[src/rtl/branch_recovery_ctrl.sv]
// Branch misprediction recovery sequencer: tracks live spectags and their age order,
// kills younger work on a mispredict, holds dispatch for rename restore, then redirects fetch.
module branch_recovery_ctrl #(
   parameter int NTAGS          = 4,
   parameter int RESTORE_CYCLES = 2
) (
   input  logic              clk,
   input  logic              rst,
   input  logic              Flush,
   input  logic              Alloc_Valid,
   input  logic [NTAGS-1:0]  Alloc_Tag,
   input  logic              Br_Valid,
   input  logic              Br_Mispred,
   input  logic              Br_IsSpec,
   input  logic [NTAGS-1:0]  Br_Spectag,
   input  logic [63:0]       Br_Target,
   input  logic              Redirect_Ready,
   output logic              Kill_Enable,
   output logic [NTAGS-1:0]  Kill_VKillMask,
   output logic [NTAGS-1:0]  Tag_Free,
   output logic              Dispatch_Stall,
   output logic              Redirect_Valid,
   output logic [63:0]       Redirect_PC
);

   localparam int CNT_W = (RESTORE_CYCLES > 1) ? $clog2(RESTORE_CYCLES + 1) : 1;

   typedef enum logic [1:0] {
      S_IDLE     = 2'd0,
      S_KILL     = 2'd1,
      S_RESTORE  = 2'd2,
      S_REDIRECT = 2'd3
   } state_t;

   state_t                        state_q, state_d;
   logic [CNT_W-1:0]              cnt_q, cnt_d;
   logic [NTAGS-1:0]              live_q, live_d;
   logic [NTAGS-1:0][NTAGS-1:0]   older_q, older_d;
   logic [NTAGS-1:0]              m_q, m_d;
   logic [63:0]                   pc_q, pc_d;
   logic [NTAGS-1:0]              kill_set_q, kill_set_d;
   logic                          kill_en_q, kill_en_d;
   logic [NTAGS-1:0]              kill_mask_q, kill_mask_d;
   logic [NTAGS-1:0]              tag_free_q, tag_free_d;
   logic                          rv_q, rv_d;
   logic [63:0]                   rpc_q, rpc_d;

   logic                          run_s;
   logic                          resp_s;
   logic                          hit_live_s;
   logic [NTAGS-1:0]              m_row_s;
   logic                          older_than_m_s;
   logic                          accept_s;
   logic [NTAGS-1:0]              new_kill_s;
   logic [NTAGS-1:0]              kill_set_s;
   logic [NTAGS-1:0]              correct_free_s;
   logic [NTAGS-1:0]              free_s;
   logic [NTAGS-1:0]              alloc_mask_s;

   // Response qualification, kill-set and free-mask computation
   always_comb begin
      run_s          = rst & ~Flush;
      resp_s         = run_s & Br_Valid & Br_IsSpec;
      hit_live_s     = |(Br_Spectag & live_q);
      m_row_s        = '0;
      new_kill_s     = '0;
      for (int i = 0; i < NTAGS; i++) begin
         m_row_s       = m_row_s | (older_q[i] & {NTAGS{m_q[i]}});
         new_kill_s[i] = Br_Spectag[i] | (live_q[i] & (|(older_q[i] & Br_Spectag)));
      end
      older_than_m_s = |(m_row_s & Br_Spectag);
      // Outside IDLE only a strictly older branch may preempt; stale/killed tags are not live
      accept_s       = resp_s & Br_Mispred & hit_live_s &
                       ((state_q == S_IDLE) | older_than_m_s);
      kill_set_s     = new_kill_s | ((state_q != S_IDLE) ? kill_set_q : '0);
      correct_free_s = (resp_s & ~Br_Mispred) ? (Br_Spectag & live_q) : '0;
      // Only tags still live are returned, so a preempting kill never double-frees
      free_s         = correct_free_s | (accept_s ? (new_kill_s & live_q) : '0);
      alloc_mask_s   = (run_s & Alloc_Valid & (state_q == S_IDLE) & ~accept_s) ? Alloc_Tag : '0;
   end

   // Next-state, tag tracking and registered output computation
   always_comb begin
      state_d     = state_q;
      cnt_d       = cnt_q;
      live_d      = live_q;
      older_d     = older_q;
      m_d         = m_q;
      pc_d        = pc_q;
      kill_set_d  = kill_set_q;
      kill_en_d   = 1'b0;
      kill_mask_d = '0;
      tag_free_d  = '0;
      rv_d        = rv_q;
      rpc_d       = rpc_q;
      if (!run_s) begin
         state_d    = S_IDLE;
         cnt_d      = '0;
         live_d     = '0;
         older_d    = '0;
         m_d        = '0;
         pc_d       = '0;
         kill_set_d = '0;
         rv_d       = 1'b0;
         rpc_d      = '0;
      end else begin
         live_d     = (live_q & ~free_s) | alloc_mask_s;
         for (int i = 0; i < NTAGS; i++) begin
            older_d[i] = alloc_mask_s[i] ? (live_q & ~free_s & ~Alloc_Tag)
                                         : (older_q[i] & ~free_s);
         end
         tag_free_d = free_s;
         if (accept_s) begin
            state_d     = S_KILL;
            m_d         = Br_Spectag;
            pc_d        = Br_Target;
            kill_set_d  = kill_set_s;
            kill_en_d   = 1'b1;
            kill_mask_d = kill_set_s;
            rv_d        = 1'b0;
            rpc_d       = '0;
         end else begin
            case (state_q)
               S_IDLE: begin
                  state_d = S_IDLE;
               end
               S_KILL: begin
                  state_d = S_RESTORE;
                  cnt_d   = CNT_W'(RESTORE_CYCLES - 1);
               end
               S_RESTORE: begin
                  if (cnt_q == '0) begin
                     state_d = S_REDIRECT;
                     rv_d    = 1'b1;
                     rpc_d   = pc_q & ~64'd1;
                  end else begin
                     cnt_d   = cnt_q - CNT_W'(1);
                  end
               end
               S_REDIRECT: begin
                  if (Redirect_Ready) begin
                     state_d = S_IDLE;
                     rv_d    = 1'b0;
                     rpc_d   = '0;
                  end else begin
                     state_d = S_REDIRECT;
                  end
               end
               default: begin
                  state_d = S_IDLE;
                  rv_d    = 1'b0;
                  rpc_d   = '0;
               end
            endcase
         end
      end
   end

   // State and output registers with synchronous active-low reset
   always_ff @(posedge clk) begin
      if (!rst) begin
         state_q     <= S_IDLE;
         cnt_q       <= '0;
         live_q      <= '0;
         older_q     <= '0;
         m_q         <= '0;
         pc_q        <= '0;
         kill_set_q  <= '0;
         kill_en_q   <= 1'b0;
         kill_mask_q <= '0;
         tag_free_q  <= '0;
         rv_q        <= 1'b0;
         rpc_q       <= '0;
      end else begin
         state_q     <= state_d;
         cnt_q       <= cnt_d;
         live_q      <= live_d;
         older_q     <= older_d;
         m_q         <= m_d;
         pc_q        <= pc_d;
         kill_set_q  <= kill_set_d;
         kill_en_q   <= kill_en_d;
         kill_mask_q <= kill_mask_d;
         tag_free_q  <= tag_free_d;
         rv_q        <= rv_d;
         rpc_q       <= rpc_d;
      end
   end

   assign Kill_Enable    = kill_en_q;
   assign Kill_VKillMask = kill_mask_q;
   assign Tag_Free       = tag_free_q;
   assign Redirect_Valid = rv_q;
   assign Redirect_PC    = rpc_q;
   // The accept-cycle term lets dispatch stop before the kill lands
   assign Dispatch_Stall = (state_q != S_IDLE) | accept_s;

endmodule

[config.mk]
export PLATFORM = sky130hd
export DESIGN_NAME = branch_recovery_ctrl
export DESIGN_NICKNAME = d
export VERILOG_FILES = /design/src/rtl/branch_recovery_ctrl.sv
export SDC_FILE = /design/constraint.sdc
export NUM_CORES = 1
export LEC_CHECK = 0
export ABC_AREA = 1
export CORE_ASPECT_RATIO = 0.8
export CORE_MARGIN = 4
export CORE_UTILIZATION = 50
export CTS_CLUSTER_SIZE = 28
export DETAILED_ROUTE_END_ITERATION = 10
export PLACE_DENSITY = 0.8
export SKIP_LAST_GASP = 1
export SLEW_MARGIN = 20
export SYNTH_ARGS = -nofsm -noshare
export SYNTH_HDL_FRONTEND = slang
export SYNTH_SLANG_ARGS = --single-unit
[constraint.sdc]
create_clock -name clk -period 4.4 [get_ports clk]
set_clock_uncertainty 0.15 [all_clocks]
set_input_delay 0.44 -clock clk [delete_from_list [all_inputs] [get_ports clk]]
set_output_delay 0.44 -clock clk [all_outputs]
set_load 0.02 [all_outputs]
# After elaboration in Yosys (flattened, before gate mapping)
# Cells that the tools add are included.
# totals
reg_bits	170
latch_bits	0
ramBits	0
romBits	0
input_bits	80
mem_count	0
# op_classes
n_addsub	1
mul	0
n_div	0
magnitude_cmp	0
eq_ne	7
shifts	0
n_mux	21
n_bitwise	50
reduce_logical	16
# op_table
operator	n
64-bit two-way mux	2
64-bit case mux with 2 select lines	1
4-bit bitwise AND	17
4-bit two-way mux	8
4-bit OR	6
4-bit OR reduction	6
1-bit bitwise AND	14
3-bit AND reduction	3
4-bit NOT	2
2-bit case mux with 4 select lines	1
2-bit two-way mux	3
2-bit != test (second input constant)	3
1-bit OR	6
2-bit nonzero test	3
1-bit NOT	5
2-bit == test (second input constant)	2
2-bit zero test	2
1-bit two-way mux	4
2-bit case mux with 2 select lines	1
3-bit != test (second input constant)	1
3-bit OR reduction	1
2-bit by 1-bit == test with 1-bit output (second input constant)	1
1-bit case mux with 2 select lines	1
2-bit AND reduction	1
2-bit by 1-bit subtractor with 2-bit output (second input constant)	1

# Logic depth before layout (Yosys ltp)
# Gate-level depths: netlist of run 1.
# depth
word_depth	14
mapped_depth	14
depth_no_buf	12

# Worst setup path before layout of run 1
# Ideal clock, no wire load.
# synth_path
kind	in2out
start	in rst
end	out Dispatch_Stall
arrival_ns	1.401
required_time_ns	3.810
slack_ns	2.409
cell_stages	7
path_cell_list	inv_1 nor2_8 nand3_4 nor3_4 nand2_4 buf_6 nand2_1
# synth_between
elab_chain_len	7
# synth_rtl
item	line_no	rtl
start: declaration	8	input logic rst,
1-bit bitwise AND	62	run_s = rst & ~Flush;
1-bit bitwise AND (2 in a row)	63	resp_s = run_s & Br_Valid & Br_IsSpec;
1-bit bitwise AND (3 in a row)	73	accept_s = resp_s & Br_Mispred & hit_live_s &
1-bit OR	196	assign Dispatch_Stall = (state_q != S_IDLE) | accept_s;
end: declaration	21	output logic Dispatch_Stall,
# Every way passes these cells.

# Final worst setup path of run 1
# layout_path
start	in Br_Spectag[0]
end	out Dispatch_Stall
# layout_between
elab_chain_len	5
# layout_rtl
item	line_no	rtl
start: declaration	15	input logic [NTAGS-1:0] Br_Spectag,
4-bit bitwise AND (on tied branches)	64, 71	
4-bit OR reduction (on tied branches)	64, 71	
1-bit bitwise AND or 1-bit OR (tied branches)	73, 74	
1-bit bitwise AND *	73	
1-bit OR *	196	
# Mark *: on every way between the ends. The rest lies on a longest branch, timed or not.

==> results.toml, run 1 <==
[finish]
final_cell_mix = "168 x dfxtp_1, 152 x clkdlybuf4s50_1, 144 x nand2_1"
fin_nets = 978
antenna_cells = 0
final_common_cell = "dfxtp_1"
area_growth_pct = 31.00
drive_above_1_share_pct = 13.77

[clock_tree]
cts_root_buffer = "clkbuf_16"
clock_latency_ps = 410
cts-htree-levels = 4
cts_buffer_depth = 2
postCtsSetupRepairBufs = 0
tritoncts = "built"
ctsHoldBuffers = 0
path_clk_slew_ps = 60
numCtsBuffers = 17
clock_sinks = 168
cts_resized = 0

[global_routing]
grt_max_degree = 134
use_met1_pct = 28.63
antenna_found_initial = 0
grt_busiest_layer = "met2"
grt_usage_pct = 20.99
grt_util_met2_pct = 31.24
grt_pass1_vias = 5159
gr-usage-met3_pct = 7.362
grt_overflow = 0
grt_pass1_wl_um = 25760

[synth]
synth-edff-count = 0
syn_inst = 764
synth.cell_area_um2 = 6700
yosys_warnings = 0
syn-mean-instance-area_um2 = 8.770
synth-main-ff-cell = "dfxtp_1"
postSynth.asyncResetShare_pct = 0
ys_seq_area_share_pct = 50.20
syn_nets = 845
synth_seq_cells = 168
synth_cell_types = 31

[power]
powerDensity_nw_per_um2 = 350.6
power_uw = 3077
p_leak_uw = 0.003221
vdd_drop_max_uv = 250.4

[floorplan]
die_h_um = 111.5
io_pins = 155
coreArea_um2 = 13010
dieArea_um2 = 15330
num_rows = 37
start_util_pct = 51.51
die_w_um = 137.4

[timing]
finalSetupViolCount = 0
maxSlewHeadroom_pct = 27.74
finalCritPeriodShare_pct = 73.63
fin_tns_setup_ps = 0
fin_crit_ps = 3240
final_max_slew_viol_count = 0
holdWs_ps = 304.9
fmax_mhz = 308.7
tightestPinTransition_ps = 1084
setup_slack_ps = 1160
hold_viol_final = 0
rsz0062_at_grt = "no"

[critical_path]
worst_path_most_repeated_cell = "nand2_1"
setup.worst_path.class = "in -> out"
crit_path_cell_trace = "clkdlybuf4s50_1 -> nand2_1 -> nand2_1 -> nor3_2 -> nor3_4 -> nand2_4 -> nand2_1 -> clkdlybuf4s50_1"
crit_path_start_kind = "input port"
cp-end-kind = "output pin"
slowest_delay_ps = 710
cp.required_ps = 3810
path_delay_family = "buffers and inverters"
critPathArrivalTime_ps = 2650
cp_max_fo = 13
worst-path-buf-inv = 2
slowest_stage = "clkdlybuf4s50_1"

[routing]
vias_per_cell = 5.107
first_pass_iters = 5
ant_nets = 0
drt_iter0_markers = 502
wl_per_cell_um = 14.97
vias = 5531
drc = 0
wl_um = 16220

[job]
max-cap-violations = 0

[placement]
portBuffers = 152
place_congestion = 0.9241
pre_cts_slack_ps = 1133
dp_hpwl_um = 10680

[hold_path]
hold_class = "reg -> reg"

[outcome]
outcome = "completed"
## path summary, 6_finish.rpt
| check | slack (ps) | from | endpoint | cells past startpoint |
|---|---|---|---|---|
| hold reg to reg | 300 | older_q[10]$_SDFF_PN0_ | older_q[10]$_SDFF_PN0_ | 2 |
| setup / recovery | 1160 | Br_Spectag[0] | Dispatch_Stall | 8 |
| setup reg to reg | 1870 | live_q[1]$_SDFF_PN0_ | pc_q[33]$_SDFFE_PN0P_ | 9 |
| hold / removal | 300 | older_q[10]$_SDFF_PN0_ | older_q[10]$_SDFF_PN0_ | 2 |
## per-layer routing
metal  vias up  wire length (um)
met2       199              7252
met1      2553              7210
li1       2763                 -
met3        16              1550
met5         -                 0
met4         0               201
## kinds of logic (layout without fill, tap and decap cells)
group	count (synthesis)	count (layout)	synth area share, %
AO/OA/AOI/OAI	163	163	19.20
adder cells (fa/ha/maj)	1	1	0.1867
buffers and inverters	158	302	10.91
flip-flops	168	168	50.20
other	1	1	0.05597
AND/OR/NAND/NOR	273	273	19.46
## final cells by class
type	count	area, um^2
fill	1083	4232
sequential	168	3363
multi-input combinational	438	2614
timing repair buffer	159	1599
clock buffer	23	488.0
inverter	113	424.2
tap	175	219.0
clock inverter	7	70.07
## sequential cells by signal (all words and copies together) (netlist names)
signal	flops
state_q	2
older_q	16
kill_set_q	4
Tag_Free	4
live_q	4
cnt_q	2
Redirect_Valid	1
Kill_Enable	1
m_q	4
Redirect_PC	63
Kill_VKillMask	4
pc_q	63
## metrics by stage
stage | instance area (um^2) | utilization [%] | instances
5_1_grt | 8777 | 67.47 | 1083
2_1_floorplan | 6700 | - | 764
3_5_place_dp | 8219 | 63.18 | 1053
6_report | 8777 | 67.47 | 1083
4_1_cts | 8777 | 67.47 | 1083
3_3_place_gp | 8219 | 63.18 | 1053
## cells in the mapped netlist, types with 6 or more instances
| library cell | count | share of area (%) |
|---|---|---|
| dfxtp_1 | 168 | 50 |
| nand2_1 | 145 | 8.1 |
| inv_1 | 108 | 6.1 |
| o21ai_0 | 85 | 6.3 |
| nand3_1 | 69 | 5.2 |
| o31ai_2 | 60 | 11 |
| nor2_1 | 26 | 1.5 |
| nand3_2 | 16 | 2.4 |
| buf_6 | 15 | 2.5 |
| clkbuf_1 | 14 | 0.78 |
| buf_2 | 8 | 0.60 |
| a21oi_1 | 6 | 0.45 |
## where the power goes
group          switching (uW)  total [uW]  internal, uW
Sequential               2.99        1530          1530
Clock                     568        1400           831
Combinational            73.8         149          75.5
Total                     645        3080          2430
## worst min-delay path, cell delays in order, from the launching register on
cell and delay (ps):
dfxtp_1 310, nand2_1 60, nor3_1 40
Note: power is estimated with default switching activity, not from simulation.
==> run 2: changes to the inputs <==
- CORE_UTILIZATION: 50 -> 45
- PLACE_DENSITY: 0.8 -> 0.76
- clock period: 4.4 -> 2.65 ns (I/O delays scaled with it)
==> run 2 against run 1 <==
Cell count rose by 2.1%; largest cell class unchanged; via count rose by 0.24%; wire length rose by 0.68%; combinational power rose by 72%.
==> results.toml, run 2 (synthesis gave the netlist of run 1 again) <==
[power]
p_seq_share_pct = 50.4
switching_share_pct = 22.29
p_int_uw = 3914
p_clk_share_pct = 44.5
p_switching_uw = 1123
p_leak_uw = 0.003303
power_frac_comb_pct = 5.1
vdd_drop_max_uv = 427.0
powerDensity_nw_per_um2 = 566.6

[timing]
hold_viol_final = 0
finalCritPeriodShare_pct = 95.64
setup_slack_ps = 115.6
tightestPinTransition_ps = 809.4
rsz0062_at_grt = "no"
final_max_slew_viol_count = 0
finalSetupViolCount = 0
fmax_mhz = 394.6
fin_crit_ps = 2534
maxSlewHeadroom_pct = 46.04

[global_routing]
grt_pass1_vias = 5061
grt_overflow = 0
grt_max_degree = 79
antenna_found_initial = 0
grt_pass1_wl_um = 25470
grt_usage_pct = 19.04

[routing]
vias = 5544
drc = 0
vias_per_cell = 5.013
drt_iter0_markers = 398
ant_nets = 0
first_pass_iters = 5
wl_per_cell_um = 14.76
wl_um = 16330

[critical_path]
r2r_start = "m_q[1]$_SDFFE_PN0P_"
reg2reg_to = "kill_set_q[1]$_SDFFE_PN0P_"
crit_path_start_kind = "input port"
cp_max_fo = 6
cp-end-kind = "output pin"
path_delay_family = "buffers and inverters"
reg2reg_slack_ps = 580
worst-path-buf-inv = 3
reg2reg_depth = 13
setup.worst_path.class = "in -> out"
slowest_stage = "clkdlybuf4s50_1"
crit_path_cell_trace = "clkdlybuf4s50_1 -> nand2_1 -> inv_1 -> nor3_2 -> nor3_4 -> nand2_4 -> nand2_1 -> clkdlybuf4s50_1"
critPathArrivalTime_ps = 2120
cp.required_ps = 2240
slowest_delay_ps = 600

[finish]
fin_nets = 990
final_cell_mix = "168 x dfxtp_1, 149 x clkdlybuf4s50_1, 144 x nand2_1"
antenna_cells = 0
area_growth_pct = 32.68
final_common_cell = "dfxtp_1"
drive_above_1_share_pct = 14.97
utilization_pct = 61.55

[hold_path]
hold_class = "in -> reg"
hold_end = "m_q[1]$_SDFFE_PN0P_"
hp-start = "Br_Spectag[1]"
hold_path_depth = 3

[clock_tree]
clock_latency_ps = 410
cts_root_buffer = "clkbuf_16"
ctsHoldBuffers = 0
path_clk_slew_ps = 60
cts_buffer_depth = 2
clock_sinks = 168
tritoncts = "built"
cts-htree-levels = 4
numCtsBuffers = 17

[placement]
dp_hpwl_um = 11060
portBuffers = 152
place_congestion = 0.9458
pre_cts_slack_ps = -1.931

[outcome]
outcome = "completed"

[floorplan]
start_util_pct = 46.39
die_w_um = 144.4
io_pins = 155
num_rows = 39
coreArea_um2 = 14440
dieArea_um2 = 16920
die_h_um = 117.1

[job]
max-cap-violations = 0
-- run 2: repair_timing --
| item | CTS | global route |
|---|---|---|
| hold endpoints to repair | 0 | 0 |
| setup endpoints to repair | 0 | 1 |
| resized for setup | 0 | 3 |
| buffers inserted | 0 | 0 |
-- run 2: worst min-delay path, cell delays in order --
cell and delay [ps]:
dlymetal6s2s_1 200, inv_1 100, o21ai_0 80
-- run 2: worst max-delay path by stage --
stage	startpoint	end	slack, ps	depth (start not counted)
after floorplan	cnt_q[0]$_SDFFE_PN0P_	Redirect_PC[15]$_SDFFE_PP0P_	870	6
after global placement	Br_Spectag[0]	Dispatch_Stall	40	10
after detailed placement	Br_Spectag[0]	Redirect_PC[33]$_SDFFE_PP0P_	-2	14
after CTS	Br_Spectag[0]	Dispatch_Stall	20	10
after global routing	Br_Spectag[3]	Dispatch_Stall	10	8
final	Br_Spectag[3]	Dispatch_Stall	120	8
-- run 2: layer usage --
metal | vias to the layer above | wire [um] | track usage (%)
met2 | 192 | 7002 | 28.79
li1 | 2791 | - | -
met3 | 15 | 1482 | 6.986
met1 | 2546 | 7659 | 25.83
met5 | - | 0 | 0
met4 | 0 | 180 | 5.221
-- run 2: cell type report --
type / count / area (um^2)
fillers: 1257 / 5554
well taps: 184 / 230.2
clock buffers: 22 / 464.2
flip-flops and latches: 168 / 3363
clock inverters: 10 / 72.57
multi-input cells: 438 / 2614
inverters: 113 / 424.2
repair buffers: 171 / 1722
-- run 2: power by group through the flow --
stage                     clock network, uW  registers [uW]  logic (uW)
after detailed placement                  0            2590         255
after global placement                    0            2590         255
after global routing                   2400            2540         275
final                                  2240            2540         256
after floorplan                           0            2590         113
after CTS                              2280            2540         257
-- run 2: stage by stage --
step | TNS (ps) | hold WS (ps) | cells | instance area (um^2) | power (uW)
2_1_floorplan | 0 | 227.7 | 764 | 6700 | 2706
3_3_place_gp | 0 | 279.8 | 1074 | 8346 | 2849
3_5_place_dp | -2.096 | 290.3 | 1074 | 8346 | 2849
4_1_cts | 0 | 252.1 | 1106 | 8882 | 5076
5_1_grt | 0 | 165.6 | 1106 | 8890 | 5213
6_report | 0 | 141.8 | 1106 | 8890 | 5037
==> run 3: changes to the inputs <==
- CORE_ASPECT_RATIO: 0.8 -> not set
==> run 3 against run 2 <==
Cell count hardly changed; non-clock buffer count is 2 lower; sequential share of layout area is 0.36 points lower; utilization is 0.21 points higher; fmax is 17% higher; clock power is 11% higher; largest cell class unchanged; largest power group unchanged.
==> results.toml, run 3 (synthesis gave the netlist of run 1 again) <==
[routing]
first_pass_iters = 5
wl_um = 15950
ant_nets = 0
vias = 5462
drt_iter0_markers = 403
wl_per_cell_um = 14.43
drc = 0
vias_per_cell = 4.943

[critical_path]
worst-path-buf-inv = 2
cp.required_ps = 2240
cp-end-kind = "output pin"
crit_path_start_kind = "input port"
slowest_delay_ps = 630
crit_path_cell_trace = "clkdlybuf4s50_1 -> nand2_1 -> nand2_1 -> nor2_1 -> nor2_1 -> nor2_1 -> nand2_2 -> nand2_4 -> nand2_1 -> dlymetal6s2s_1"
path_delay_family = "buffers and inverters"
slowest_stage = "clkdlybuf4s50_1"
critPathArrivalTime_ps = 1760
cp_max_fo = 7
setup.worst_path.class = "in -> out"

[finish]
fin_nets = 988
final_cell_mix = "168 x dfxtp_1, 149 x clkdlybuf4s50_1, 144 x nand2_1"
area_growth_pct = 33.97
fin_area_um2 = 8976
drive_above_1_share_pct = 15.00
final_common_cell = "dfxtp_1"

[floorplan]
num_rows = 44
io_pins = 155
coreArea_um2 = 14530
die_h_um = 130.0
start_util_pct = 46.10
dieArea_um2 = 16910
die_w_um = 130.0

[timing]
finalSetupViolCount = 0
hold_viol_final = 0
fin_tns_setup_ps = 0
setup_slack_ps = 479.5
final_max_slew_viol_count = 0
maxSlewHeadroom_pct = 58.72
holdWs_ps = 143.2
fin_crit_ps = 2171
rsz0062_at_grt = "no"
tightestPinTransition_ps = 619.3
fmax_mhz = 460.7
finalCritPeriodShare_pct = 81.91

[clock_tree]
cts_root_buffer = "clkbuf_16"
cts_buffer_depth = 2
numCtsBuffers = 17
clock_sinks = 168
cts-htree-levels = 4
postCtsSetupRepairBufs = 0
path_clk_slew_ps = 70
clock_latency_ps = 420
tritoncts = "built"

[global_routing]
antenna_found_initial = 0
grt_max_degree = 54
grt_pass1_vias = 5145
grt_pass1_wl_um = 25090
grt_usage_pct = 18.72
grt_overflow = 0

[power]
p_leak_uw = 0.003351
vdd_drop_max_uv = 384.7
powerDensity_nw_per_um2 = 587.6
power_uw = 5274

[placement]
pre_cts_slack_ps = 68.88
portBuffers = 152
placed_area_um2 = 8368
dp_hpwl_um = 10790
place_congestion = 0.8765

[outcome]
outcome = "completed"

[job]
max-cap-violations = 0

[hold_path]
hold_class = "in -> reg"
## run 3: changes by cell type in the layout (fill, tap and decap cells not counted), moves of 2 or more
cell and change:
buf_4 -5, clkbuf_1 -2, clkinv_2 -2, inv_6 +2, bufinv_16 +2, buf_12 +3
## run 3: worst paths after layout
kind	slack (ps)	start	to	cells past startpoint
worst max-delay path	480	Br_Spectag[2]	Dispatch_Stall	10
worst min-delay path	140	Br_Spectag[1]	m_q[1]$_SDFFE_PN0P_	3
worst max register to register	560	state_q[0]$_SDFFE_PN0P_	pc_q[55]$_SDFFE_PN0P_	11
worst min register to register	310	kill_set_q[0]$_SDFFE_PN0P_	kill_set_q[0]$_SDFFE_PN0P_	2
## run 3: power breakdown
part	leakage [uW]	switching, uW	internal (uW)
combinational	0.00171	125	135
clock	0.000288	1030	1450
sequential	0.00135	4.78	2530
## run 3: layout make-up
| cell class | count | area (um^2) |
|---|---|---|
| clock buffers | 20 | 456.7 |
| well taps | 184 | 230.2 |
| clock inverters | 12 | 141.4 |
| multi-input cells | 438 | 2614 |
| inverters | 113 | 424.2 |
| diodes | 1 | 2.502 |
| fillers | 1257 | 5558 |
| repair buffers | 169 | 1744 |
| flip-flops and latches | 168 | 3363 |
## run 3: per-stage QoR
step           std cells  util, %
2_1_floorplan        764        -
3_3_place_gp        1072    57.58
3_5_place_dp        1072    57.58
4_1_cts             1104    61.69
5_1_grt             1104    61.74
6_report            1105    61.76
## run 3: worst reg2reg max path, stage by stage, from the launching register on
cell and delay (ps):
dfxtp_1 410, inv_2 50, nand2_2 140, o211ai_1 120, nor2_1 120, nand2_2 120, nand2_4 100, buf_4 210
inv_2 170, buf_12 210, nand2_1 100, o21ai_0 80
## run 3: layer usage
| metal | vias up | share of wire [%] | global-route usage [%] |
|---|---|---|---|
| li1 | 2786 | - | - |
| met1 | 2522 | 45 | 24.08 |
| met2 | 135 | 48 | 30.39 |
| met3 | 19 | 5.7 | 4.707 |
| met4 | 0 | 1.6 | 7.152 |
| met5 | - | 0 | 0 |
## run 3: what timing repair did
item                                    CTS  global route
resized for setup                         0             3
hold buffers                              0             0
endpoints found under the setup margin    0             1
